<file path="config.mk">
export PLATFORM = sky130hd
export DESIGN_NAME = hazard_scoreboard
export DESIGN_NICKNAME = d
export VERILOG_FILES = /design/src/rtl/hazard_scoreboard.sv
export SDC_FILE = /design/constraint.sdc
export NUM_CORES = 1
export LEC_CHECK = 0
export ABC_CLOCK_PERIOD_IN_PS = 16800
export CORE_ASPECT_RATIO = 1.25
export CORE_MARGIN = 4
export CORE_UTILIZATION = 45
export DETAILED_ROUTE_END_ITERATION = 10
export PLACE_DENSITY_LB_ADDON = 0.1
export SLEW_MARGIN = 5
export SYNTH_ARGS = -nofsm -noshare
export SYNTH_HDL_FRONTEND = slang
export SYNTH_SLANG_ARGS = --single-unit
</file>
<file path="constraint.sdc">
create_clock -name clk -period 16.8 [get_ports clk]
set_clock_uncertainty 0.15 [all_clocks]
set_input_delay 3.36 -clock clk [delete_from_list [all_inputs] [get_ports clk]]
set_output_delay 3.36 -clock clk [all_outputs]
set_load 0.005 [all_outputs]
</file>
<file path="src/rtl/hazard_scoreboard.sv">
// Register hazard scoreboard: one down-counter per architectural register,
// RAW/WAW stall generation for decode, and a saturating stall counter.
module hazard_scoreboard #(
    parameter int unsigned NREG = 32,
    parameter int unsigned AW   = 5,
    parameter int unsigned LW   = 3,
    parameter int unsigned PW   = 16
) (
    input  logic            clk,
    input  logic            rst,
    input  logic            issue_valid,
    input  logic [AW-1:0]   issue_rs_addr,
    input  logic [AW-1:0]   issue_rt_addr,
    input  logic            issue_rs_used,
    input  logic            issue_rt_used,
    input  logic            issue_we,
    input  logic [AW-1:0]   issue_wr_addr,
    input  logic [LW-1:0]   issue_lat,
    input  logic            flush,
    output logic            stall,
    output logic            issue_accept,
    output logic [NREG-1:0] busy,
    output logic            idle,
    output logic [PW-1:0]   stall_count
);

    localparam logic [PW-1:0] SC_MAX = '1;

    // Register 0 has no storage; it reads as a permanently zero counter.
    logic [LW-1:0] cnt_q    [1:NREG-1];
    logic [LW-1:0] cnt_d    [1:NREG-1];
    logic [LW-1:0] cnt_view [NREG];

    logic [LW-1:0] rs_cnt;
    logic [LW-1:0] rt_cnt;
    logic [LW-1:0] wr_cnt;
    logic          raw_rs;
    logic          raw_rt;
    logic          waw;
    logic          load;

    always_comb begin
        cnt_view[0] = '0;
        for (int unsigned r = 1; r < NREG; r++) begin
            cnt_view[r] = cnt_q[r];
        end
    end

    // Hazard detection against the pre-edge counter values.
    always_comb begin
        rs_cnt       = cnt_view[issue_rs_addr];
        rt_cnt       = cnt_view[issue_rt_addr];
        wr_cnt       = cnt_view[issue_wr_addr];
        raw_rs       = issue_rs_used & (rs_cnt != '0);
        raw_rt       = issue_rt_used & (rt_cnt != '0);
        waw          = issue_we & (issue_wr_addr != '0) & (wr_cnt > issue_lat);
        stall        = issue_valid & ~flush & (raw_rs | raw_rt | waw);
        issue_accept = issue_valid & ~stall & ~flush;
        load         = issue_accept & issue_we & (issue_wr_addr != '0) & (issue_lat != '0);
    end

    // Counter next state: decrement, then issue load, then flush wins.
    always_comb begin
        for (int unsigned r = 1; r < NREG; r++) begin
            cnt_d[r] = (cnt_q[r] != '0) ? cnt_q[r] - LW'(1) : '0;
            if (load && (issue_wr_addr == AW'(r))) begin
                cnt_d[r] = issue_lat;
            end
            if (flush) begin
                cnt_d[r] = '0;
            end
        end
    end

    always_ff @(posedge clk) begin
        if (!rst) begin
            for (int unsigned r = 1; r < NREG; r++) begin
                cnt_q[r] <= '0;
            end
        end else begin
            for (int unsigned r = 1; r < NREG; r++) begin
                cnt_q[r] <= cnt_d[r];
            end
        end
    end

    // Saturating count of stalled cycles.
    always_ff @(posedge clk) begin
        if (!rst) begin
            stall_count <= '0;
        end else if (stall && (stall_count != SC_MAX)) begin
            stall_count <= stall_count + PW'(1);
        end
    end

    always_comb begin
        for (int unsigned r = 0; r < NREG; r++) begin
            busy[r] = (cnt_view[r] != '0);
        end
        idle = ~|busy;
    end

endmodule

</file>
[Word-level counts from Yosys, hierarchy flattened]
Memories as Yosys holds them, arrays and structs flattened.
Cells that the tools add are included.
Word-level totals
  bits in registers: 16
  RAM bits: 93
  input bits: 25
  output and inout port bits: 51
  word-level logic and storage cells: 323
  memories: 1
Memories
  cnt_q: words 31, width 3, rd ports 31, clocked after memory_dff 0, write ports 31, RTL line 30  | logic [LW-1:0] cnt_q [1:NREG-1];
Cells by class
  add/subtract/negate cells: 32
  magnitude comparators: 4
  equal/unequal tests: 32
  muxes and demuxes: 135
  bitwise gates (word level): 49
  reductions and logical operators: 69
Operators with widths (number)
  3-bit two-way mux: 130
  3-bit nonzero test: 34
  3-bit by 1-bit subtractor with 3-bit output, second input constant: 31
  5-bit == test, second input constant: 16
  3-bit binary-select mux with 5-bit select: 3
  5-bit by 4-bit == test with 1-bit output, second input constant: 8
  1-bit OR: 33
  1-bit logical AND: 32
  31-bit OR reduction: 1
  5-bit by 3-bit == test with 1-bit output, second input constant: 4
  6-bit greater-or-equal comparator, second input constant: 3
  5-bit inverter with 6-bit output: 3
  16-bit by 1-bit adder with 16-bit output, second input constant: 1
  16-bit != test, second input constant: 1
  1-bit bitwise AND: 11
  5-bit by 2-bit == test with 1-bit output, second input constant: 2
  5-bit by 1-bit == test with 1-bit output, second input constant: 1
  5-bit nonzero test: 1
  3-bit > comparator: 1
  1-bit two-way mux: 2
  1-bit inverter: 2
  1-bit logical NOT: 1

[Logic depth before layout (Yosys ltp)]
Gate-level depths: netlist of run 1.
  word-level depth: 19
  depth in mapped cells: 20
  mapped depth without buffers: 16

[Least setup slack after synthesis of run 1]
OpenSTA, ideal clock, no wires.
  path type: in2out
  start: input issue_wr_addr[0]
  end: output issue_accept
  arrival: 7.275 ns
  required time: 13.290 ns
  path slack: 6.015 ns
  cell stages on the path: 15
  buffers on the path: 4
  path through: clkbuf_1 buf_1 mux4_2 mux4_2 mux2_2 ha_1 nor2b_1 o21a_1 o2111ai_1 nand4_1 a211oi_2 o21ai_2 buf_2 buf_4 nor2_1
On the way
  word-level cells in the longest chain between the ends: 11
  elaborated cells between the ends (all ways): 13
  classes of those cells: 1 x order compare; 3 x mux; 8 x bitwise; 1 x reduce/logical
RTL lines
  from (decl): RTL line 17  | input logic [AW-1:0] issue_wr_addr,
  5-bit inverter with 6-bit output (implied by the code): RTL line 53  | wr_cnt = cnt_view[issue_wr_addr];
  3-bit binary-select mux with 5-bit select: RTL line 53
  3-bit two-way mux (implied by the code) (2 in series): RTL line 53
  3-bit > comparator: RTL line 56  | waw = issue_we & (issue_wr_addr != '0) & (wr_cnt > issue_lat);
  1-bit bitwise AND *: RTL line 56
  1-bit OR *: RTL line 57  | stall = issue_valid & ~flush & (raw_rs | raw_rt | waw);
  1-bit bitwise AND *: RTL line 57
  1-bit inverter *: RTL line 58  | issue_accept = issue_valid & ~stall & ~flush;
  1-bit bitwise AND * (2 in series): RTL line 58
  to (decl): RTL line 21  | output logic issue_accept,
Mark *: on every way between the ends. The rest lies on a longest branch, timed or not. The select of a mux whose other input is x is not followed.

[Worst setup path in the final report of run 1]
  start: input issue_wr_addr[0]
  end: output stall
On the way
  word-level cells in the longest chain between the ends: 8
  elaborated cells between the ends (all ways): 10
  classes of those cells: 1 x order compare; 3 x mux; 5 x bitwise; 1 x reduce/logical
RTL lines
  5-bit inverter with 6-bit output (implied by the code): RTL line 53
  3-bit binary-select mux with 5-bit select: RTL line 53
  3-bit two-way mux (implied by the code) (2 in series): RTL line 53
  3-bit > comparator: RTL line 56
  1-bit bitwise AND *: RTL line 56
  1-bit OR *: RTL line 57
  1-bit bitwise AND *: RTL line 57
  to (decl): RTL line 20  | output logic stall,
Marked as above.

==> results.toml, run 1 <==
[worst_setup_path]
end_kind = "output pin"
ff2ff_path_depth = 13
crit_fanout = 28
r2r_end = "cnt_q[0][25]"
arrival_ns = 8.15
reg2reg_from = "cnt_q[0][91]"
path_class = "in -> out"
reg2reg_slack_ns = 12.28
cp-startpoint = "issue_wr_addr[0]"
cp-start-kind = "input pin"
crit_required_ns = 13.29

[route]
drc = 0
vias_per_cell = 5.96
ant_nets = 0
dr.pass1.iters = 5
vias = 7242
wire_per_inst_um = 20.6
drt_iter0_markers = 576
wl_mm = 25.0

[logic_synthesis]
yosys.area.top_type_share_pct = 26.9
yosysSeqAreaShare_pct = 26.9
synth_cells = 972
synth_top_area_cell = "dfxtp_1"
synth_edf_count = 0
async_flop_share_pct = 0
syn-num-nets = 1063
synth_area_leaders = "dfxtp_1, mux2i_1, ha_1, mux4_2, nand2_1"
ys_seq_elements = 109
synth_area_um2 = 8100
ys_warn_count = 0
synth_area_per_cell_um2 = 8.34
yosys_most_used_dff = "dfxtp_1"
synth.distinct_cells = 61

[finish]
final_core_util_pct = 52.4
drive_gt1_share_pct = 8.68
area_delta_synth_final_pct = 13.6
fill_cells = 1695
nets = 1077
antenna_cells = 0

[floorplanning]
start_util_pct = 46.1
coreArea_um2 = 17600
ios = 76
rows = 54
die_x_um = 128
die_area_um2 = 20200
die_h_um = 158

[timing]
max_freq_mhz = 85.8
finalHoldViolCount = 0
setup_tns_ns = 0
slew_headroom_pct = 34.9
maxSlewViolCount = 0
period_share_pct = 69.4
worstMarginPinSlew_ns = 0.952
setup_viol = 0
rsz0062_at_grt = "false"
period_minus_slack_ns = 11.66

[grt]
grt_pass1_wl_mm = 39.3
antenna_found_initial = 0
grt_pass1_vias = 6876
grt_overflow = 0
grt_usage_pct = 24.9
grt_max_degree = 66

[clock_tree]
clkLatencyLatePin_ns = 0.36
cts_setup_buffers = 0
clock_sinks = 109
clk_pin_slew_ns = 0.07
htreeDepth = 3
clockRootBuffer = "clkbuf_16"
ctsLongestPathBuffers = 2
cts_resized = 0
cts_tree = "yes"
cts_buffers = 9
cts_hold_buf = 0

[place]
hpwl_mm = 18.7
place_congestion = 0.952
numPortBuffers = 74

[min_path]
hp-start = "stall_count[6]"
min_to = "stall_count[6]"
whs_path_depth = 2
hold_path_class = "reg -> reg"

[power]
p_leak_nw = 4.19
p_per_area_nw_per_um2 = 60.7
peakVddDrop_mv = 0.0664

[run]
cap_violations = 0

[outcome]
status = "completed"
==> power breakdown <==
part / internal (mW) / leakage, nW / switching (mW)
clock: 0.139 / 0.156 / 0.100
combinational: 0.0191 / 3.16 / 0.0415
sequential: 0.258 / 0.878 / 0.000455
total: 0.417 / 4.19 / 0.142
==> final cells by class <==
class                   count  area (um^2)  share of cell area, %
multi-input cells         677         5210                   56.6
flip-flops and latches    109         2180                   23.7
repair buffers             85          818                   8.88
inverters                 104          390                   4.24
well taps                 224          280                   3.04
clock buffers              13          260                   2.83
clock inverters             3         67.6                  0.734
==> how the worst max path moves through the flow <==
stage                         endpoint  slack [ns]  cells after the start
after floorplan           issue_accept        6.02                     15
after global placement           stall        5.24                     14
after detailed placement         stall        5.13                     14
after CTS                        stall        5.13                     14
after global routing             stall        4.78                     14
final                            stall        5.14                     14
==> layer usage <==
layer  up-vias  share of wire [%]  GRT usage [%]  routed length [um]
li1       3414                  -              -                   -
met1      3522                 42           31.5               10500
met2       256                 48           42.0               12100
met3        50                5.9           3.75                1470
met4         0                3.9           10.9                 984
met5         -                  0              0                   0
==> state kept, by name, indices dropped and copies added, names as in the netlist <==
name         flops
cnt_q           93
stall_count     16
==> worst max-delay path, stage by stage <==
cell,delay [ns]
clkbuf_2,0.67
nor2b_1,0.40
a22o_1,0.34
mux4_2,0.45
mux2_2,0.29
ha_1,0.29
nor2b_1,0.13
o21a_1,0.16
o2111ai_1,0.22
nand4_1,0.15
a211oi_2,0.35
o21a_1,0.67
nor2_1,0.15
clkdlybuf4s50_1,0.49
==> logic make-up after synthesis <==
group           count (synthesis)  synth area share [%]
simple gates                  361                  23.6
buf+inv                       186                  9.05
mux                           132                  20.7
compound gates                117                  9.54
flops                         109                  26.9
fa+ha+maj                      66                  10.2
other cells                     1                0.0463
==> cell usage in the layout, fill, tap and decap left out, drive strengths merged, types with 3 or more instances in the layout <==
cell type	instances
ha	66
a2111oi	3
dfxtp	109
or3	52
a211oi	9
nand2	126
a221oi	5
nor3	21
nand2b	6
a311oi	3
o21ai	43
nand3	28
nor4	22
buf	11
nor2b	7
clkdlybuf4s50	73
o21a	3
a21oi	17
nor2	37
clkbuf	14
mux2i	100
inv	104
mux4	28
o31ai	9
nand4	13
a32oi	4
or4	20
mux2	4
or2	15
and3	5
==> through the flow <==
stage | instances | total power [mW] | cell area, um^2 | setup slack [ns] | hold WS, ns
after global placement | 1199 | 0.325 | 8880 | 5.24 | 0.326
after global routing | 1215 | 0.577 | 9210 | 4.78 | 0.381
after CTS | 1215 | 0.563 | 9210 | 5.13 | 0.343
after floorplan | 972 | 0.303 | 8100 | 6.02 | 0.314
after detailed placement | 1199 | 0.325 | 8880 | 5.13 | 0.330
final | 1215 | 0.559 | 9210 | 5.14 | 0.340
==> synthesized netlist by cell type (6+ instances only) <==
master      n
mux4_2     28
nand3_1    28
a211oi_1    8
or4_1      18
nor4_1     17
nor2_1     37
nor3_1     20
or2_2      14
a21oi_1    17
buf_1       9
nand2_1   126
nor2b_1     7
or3_1      52
o31ai_1     9
dfxtp_1   109
nand4_1    13
nand2b_1    6
ha_1       66
o21ai_0    42
inv_1     103
clkbuf_1   64
mux2i_1   100
Note: power is estimated with default switching activity, not from simulation.
==> inputs of run 2 (changes only) <==
Settings changed: ABC_CLOCK_PERIOD_IN_PS 16800 to 10600.
Clock period 16.8 ns to 10.6 ns, I/O delays scaled along.
==> results.toml, run 2 (synthesized netlist as in run 1, its figures left out) <==
[finish]
layout_common_cells = "nand2_1, dfxtp_1, inv_1"
nets = 1076
top_register = "cnt_q"
fill_cells = 1669
largest_register_ffs = 93
drive_gt1_share_pct = 8.69
area_delta_synth_final_pct = 13.0
mostFrequentLayoutCell = "nand2_1"
antenna_cells = 0
largestRegisters = "cnt_q x93, stall_count x16"

[worst_setup_path]
worst_path_max_delay_cell = "clkdlybuf4s50_1"
end_kind = "output pin"
endpoint = "stall"
r2r_end = "cnt_q[0][24]"
cp-startpoint = "issue_wr_addr[1]"
max_stage_delay_ns = 0.99
reg2reg_from = "cnt_q[0][91]"
reg2reg_slack_ns = 6.08
cp-start-kind = "input pin"
arrival_ns = 7.18
crit_fanout = 24
path_class = "in -> out"
crit_required_ns = 8.33
path_cells = "clkdlybuf4s50_1 > buf_4 > mux4_2 > mux4_2 > mux2_2 > ha_1 > nor2b_1 > o21a_1 > o2111ai_1 > nand4_1 > a211oi_2 > o21a_1 > nor2_1 > clkdlybuf4s50_1"
ff2ff_path_depth = 13

[grt]
grt_pass1_wl_mm = 39.0
grt_max_degree = 66
grt_usage_pct = 24.9
grt_overflow = 0
antenna_found_initial = 0
grt_pass1_vias = 6926

[run]
cap_violations = 0

[timing]
period_minus_slack_ns = 9.45
finalHoldViolCount = 0
period_share_pct = 89.1
worstMarginPinSlew_ns = 1.13
slew_headroom_pct = 24.2
worst_slack_ns = 1.15
setup_viol = 0
hold_ws_ns = 0.335
maxSlewViolCount = 0
setup_tns_ns = 0
rsz0062_at_grt = "false"
max_freq_mhz = 106

[clock_tree]
cts_hold_buf = 0
cts_resized = 0
clock_sinks = 109
clkLatencyLatePin_ns = 0.37
clk_pin_slew_ns = 0.08
htreeDepth = 3
ctsLongestPathBuffers = 2
cts_setup_buffers = 0
cts_buffers = 9
cts_tree = "yes"
clockRootBuffer = "clkbuf_16"

[power]
internal-power_mw = 0.609
peakVddDrop_mv = 0.0705
p_sw_share_pct = 27.8
p_leak_nw = 4.17
clock_power_share_pct = 40.1
p_seq_share_pct = 48.6
p_per_area_nw_per_um2 = 92.1
power.share.combinational_pct = 11.2
switchingPower_mw = 0.235
finalPower_mw = 0.844

[floorplanning]
die_h_um = 158
die_area_um2 = 20200
coreArea_um2 = 17600
rows = 54
ios = 76
start_util_pct = 46.1
die_x_um = 128

[route]
wire_per_inst_um = 20.5
drc = 0
vias = 7210
ant_nets = 0
dr.pass1.iters = 6
drt_iter0_markers = 505
dr_wl_met3_mm = 1.57
top_layer = "met4"
vias_per_cell = 5.94
wl_met2_mm = 11.8
wl_mm = 24.9
drt-met1-wl_mm = 10.4

[place]
numPortBuffers = 74
place_congestion = 0.996
hpwl_mm = 18.7
place_ws_ns = 1.21

[min_path]
hold_path_class = "reg -> reg"

[outcome]
status = "completed"
run 2: cell count changes in the layout (fill, tap and decap cells not counted), sizes merged:
cell / delta
clkinvlp: -1
bufinv: -2
clkbuf: -2
buf: -1
inv: +4
clkinv: +1
run 2: through the flow:
stage / utilization (%) / cell area (um^2) / std cells
4_1_cts: 52.1 / 9160 / 1214
6_report: 52.1 / 9160 / 1214
5_1_grt: 52.1 / 9160 / 1214
3_3_place_gp: 50.5 / 8870 / 1198
3_5_place_dp: 50.5 / 8870 / 1198
2_1_floorplan: - / 8100 / 972
run 2: how the worst min path moves through the flow:
stage              startpoint              to  slack, ns  cells past startpoint
4_1_cts        stall_count[6]  stall_count[6]       0.34                      2
3_5_place_dp   stall_count[6]  stall_count[6]       0.32                      2
5_1_grt        stall_count[6]  stall_count[6]       0.36                      2
6_report       stall_count[6]  stall_count[6]       0.33                      2
2_1_floorplan  stall_count[6]  stall_count[6]       0.31                      2
3_3_place_gp   stall_count[6]  stall_count[6]       0.32                      2
run 2: critical path, delay by kind of cell:
kind	cells	cell delay, ns
compound gates	4	1.41
fa+ha+maj	1	0.28
buf+inv	3	1.82
mux	3	1.10
simple gates	3	0.43
run 2: layout make-up:
cell class,instances,area (um^2),area share (%)
repair buffers,84,811,8.85
clock buffers,11,243,2.65
inverters,104,390,4.26
flip-flops and latches,109,2180,23.8
clock inverters,5,40.0,0.437
multi-input cells,677,5210,56.9
well taps,224,280,3.06
run 2: power groups by stage:
stage               Clock (mW)  Combinational, mW  Sequential (mW)
floorplan                    0             0.0599            0.420
global placement             0             0.0936            0.420
detailed placement           0             0.0941            0.420
CTS                      0.346             0.0943            0.410
global route             0.358              0.102            0.410
finish                   0.339             0.0948            0.410
run 2: layer usage:
layer	up-vias	global-route usage (%)
met1	3416	31.0
met3	72	4.49
met4	0	13.1
li1	3415	-
met5	-	0
met2	307	41.1
==> inputs of run 3 (changes only) <==
Settings changed: CAP_MARGIN from default to 20.
==> results.toml, run 3 (synthesized netlist as in run 1, its figures left out) <==
[outcome]
status = "completed"

[route]
wl_mm = 25.0
dr.pass1.iters = 5
ant_nets = 0
vias_per_cell = 5.94
wire_per_inst_um = 20.5
drt_iter0_markers = 495
vias = 7212
drc = 0

[grt]
grt_pass1_wl_mm = 39.0
antenna_found_initial = 0
grt_usage_pct = 24.9
grt_max_degree = 66
grt_pass1_vias = 6926
grt_overflow = 0

[worst_setup_path]
ff2ff_path_depth = 13
arrival_ns = 7.17
reg2reg_from = "cnt_q[0][91]"
path_class = "in -> out"
path_cells = "clkdlybuf4s50_1 > buf_4 > mux4_2 > mux4_2 > mux2_2 > ha_1 > nor2b_1 > o21a_1 > o2111ai_1 > nand4_1 > a211oi_2 > o21a_1 > nor2_1 > clkdlybuf4s50_1"
cpLargestDelayFamily = "buffers and inverters"
worst_path_max_delay_cell = "clkdlybuf4s50_1"
end_kind = "output pin"
max_stage_delay_ns = 0.99
crit_fanout = 24
reg2reg_slack_ns = 6.10
crit_required_ns = 8.33
cp-start-kind = "input pin"
r2r_end = "cnt_q[0][24]"
path_buf_inv = 3

[floorplanning]
rows = 54
die_h_um = 158
die_x_um = 128
die_area_um2 = 20200
coreArea_um2 = 17600
ios = 76
start_util_pct = 46.1

[clock_tree]
clock_sinks = 109
cts_resized = 0
clkLatencyLatePin_ns = 0.37
ctsLongestPathBuffers = 2
cts_tree = "yes"
cts_setup_buffers = 0
cts_hold_buf = 0
clockRootBuffer = "clkbuf_16"
clk_pin_slew_ns = 0.08
htreeDepth = 3
cts_buffers = 9

[finish]
fill_cells = 1668
layout_common_cells = "nand2_1, dfxtp_1, inv_1"
multi_input_area_um2 = 5210
largestRegisters = "cnt_q x93, stall_count x16"
final_core_util_pct = 52.2
top_register = "cnt_q"
largest_register_ffs = 93
postLayoutCellArea_um2 = 9170
antenna_cells = 0
area_delta_synth_final_pct = 13.2
instances_no_fill = 1215
mostFrequentLayoutCell = "nand2_1"
nets = 1077
regArea_um2 = 2180
drive_gt1_share_pct = 8.78

[min_path]
min_to = "stall_count[6]"
whs_path_depth = 2
hp-start = "stall_count[6]"
hold_path_class = "reg -> reg"

[timing]
slew_headroom_pct = 42.2
hold_ws_ns = 0.335
maxSlewViolCount = 0
finalHoldViolCount = 0
rsz0062_at_grt = "false"
max_freq_mhz = 106
worstMarginPinSlew_ns = 0.845
setup_viol = 0
period_share_pct = 89.1
setup_tns_ns = 0
worst_slack_ns = 1.16
period_minus_slack_ns = 9.44

[run]
cap_violations = 0

[place]
numPortBuffers = 74
hpwl_mm = 18.7
dp_cells = 1198
placed_area_um2 = 8870
place_congestion = 0.996
place_ws_ns = 1.21

[power]
peakVddDrop_mv = 0.0701
p_leak_nw = 4.18
p_per_area_nw_per_um2 = 92.1
finalPower_mw = 0.844
[run 3: cell types whose count changed in the layout (fill, tap and decap cells not counted)]
cell | before | now
buf_8 | 0 | 1
[run 3: tightest hold or removal path: stages, from the launching register on]
cell and delay, ns:
dfxtp_1 0.33, nand2_1 0.06, mux2i_1 0.06
[run 3: worst max-delay path by stage]
stage,cells after the start,startpoint,to,slack (ns)
6_report,14,issue_wr_addr[1],stall,1.16
3_5_place_dp,14,issue_wr_addr[1],stall,1.21
4_1_cts,14,issue_wr_addr[1],stall,1.21
2_1_floorplan,15,issue_wr_addr[0],issue_accept,2.30
3_3_place_gp,14,issue_wr_addr[1],stall,1.29
5_1_grt,14,issue_wr_addr[1],stall,0.84
[run 3: area by class of cell]
cell class                      count  share of cell area [%]
Sequential cell                   109                    23.8
Clock buffer                       11                    2.65
Timing Repair Buffer               85                    9.00
Clock inverter                      5                   0.437
Tap cell                          224                    3.06
Inverter                          104                    4.26
Multi-Input combinational cell    677                    56.8
[run 3: metal layers]
layer	track usage (%)	wire, um	share of wire [%]
met5	0	0	0
met4	13.1	1090	4.4
met3	4.49	1470	5.9
met2	41.1	11900	48
met1	31.0	10500	42
[run 3: power by group]
group | leakage, nW | total, mW | internal, mW | switching, mW
Sequential | 0.878 | 0.410 | 0.409 | 0.000695
Clock | 0.141 | 0.339 | 0.169 | 0.170
Combinational | 3.16 | 0.0954 | 0.0306 | 0.0648
Total | 4.18 | 0.844 | 0.609 | 0.235
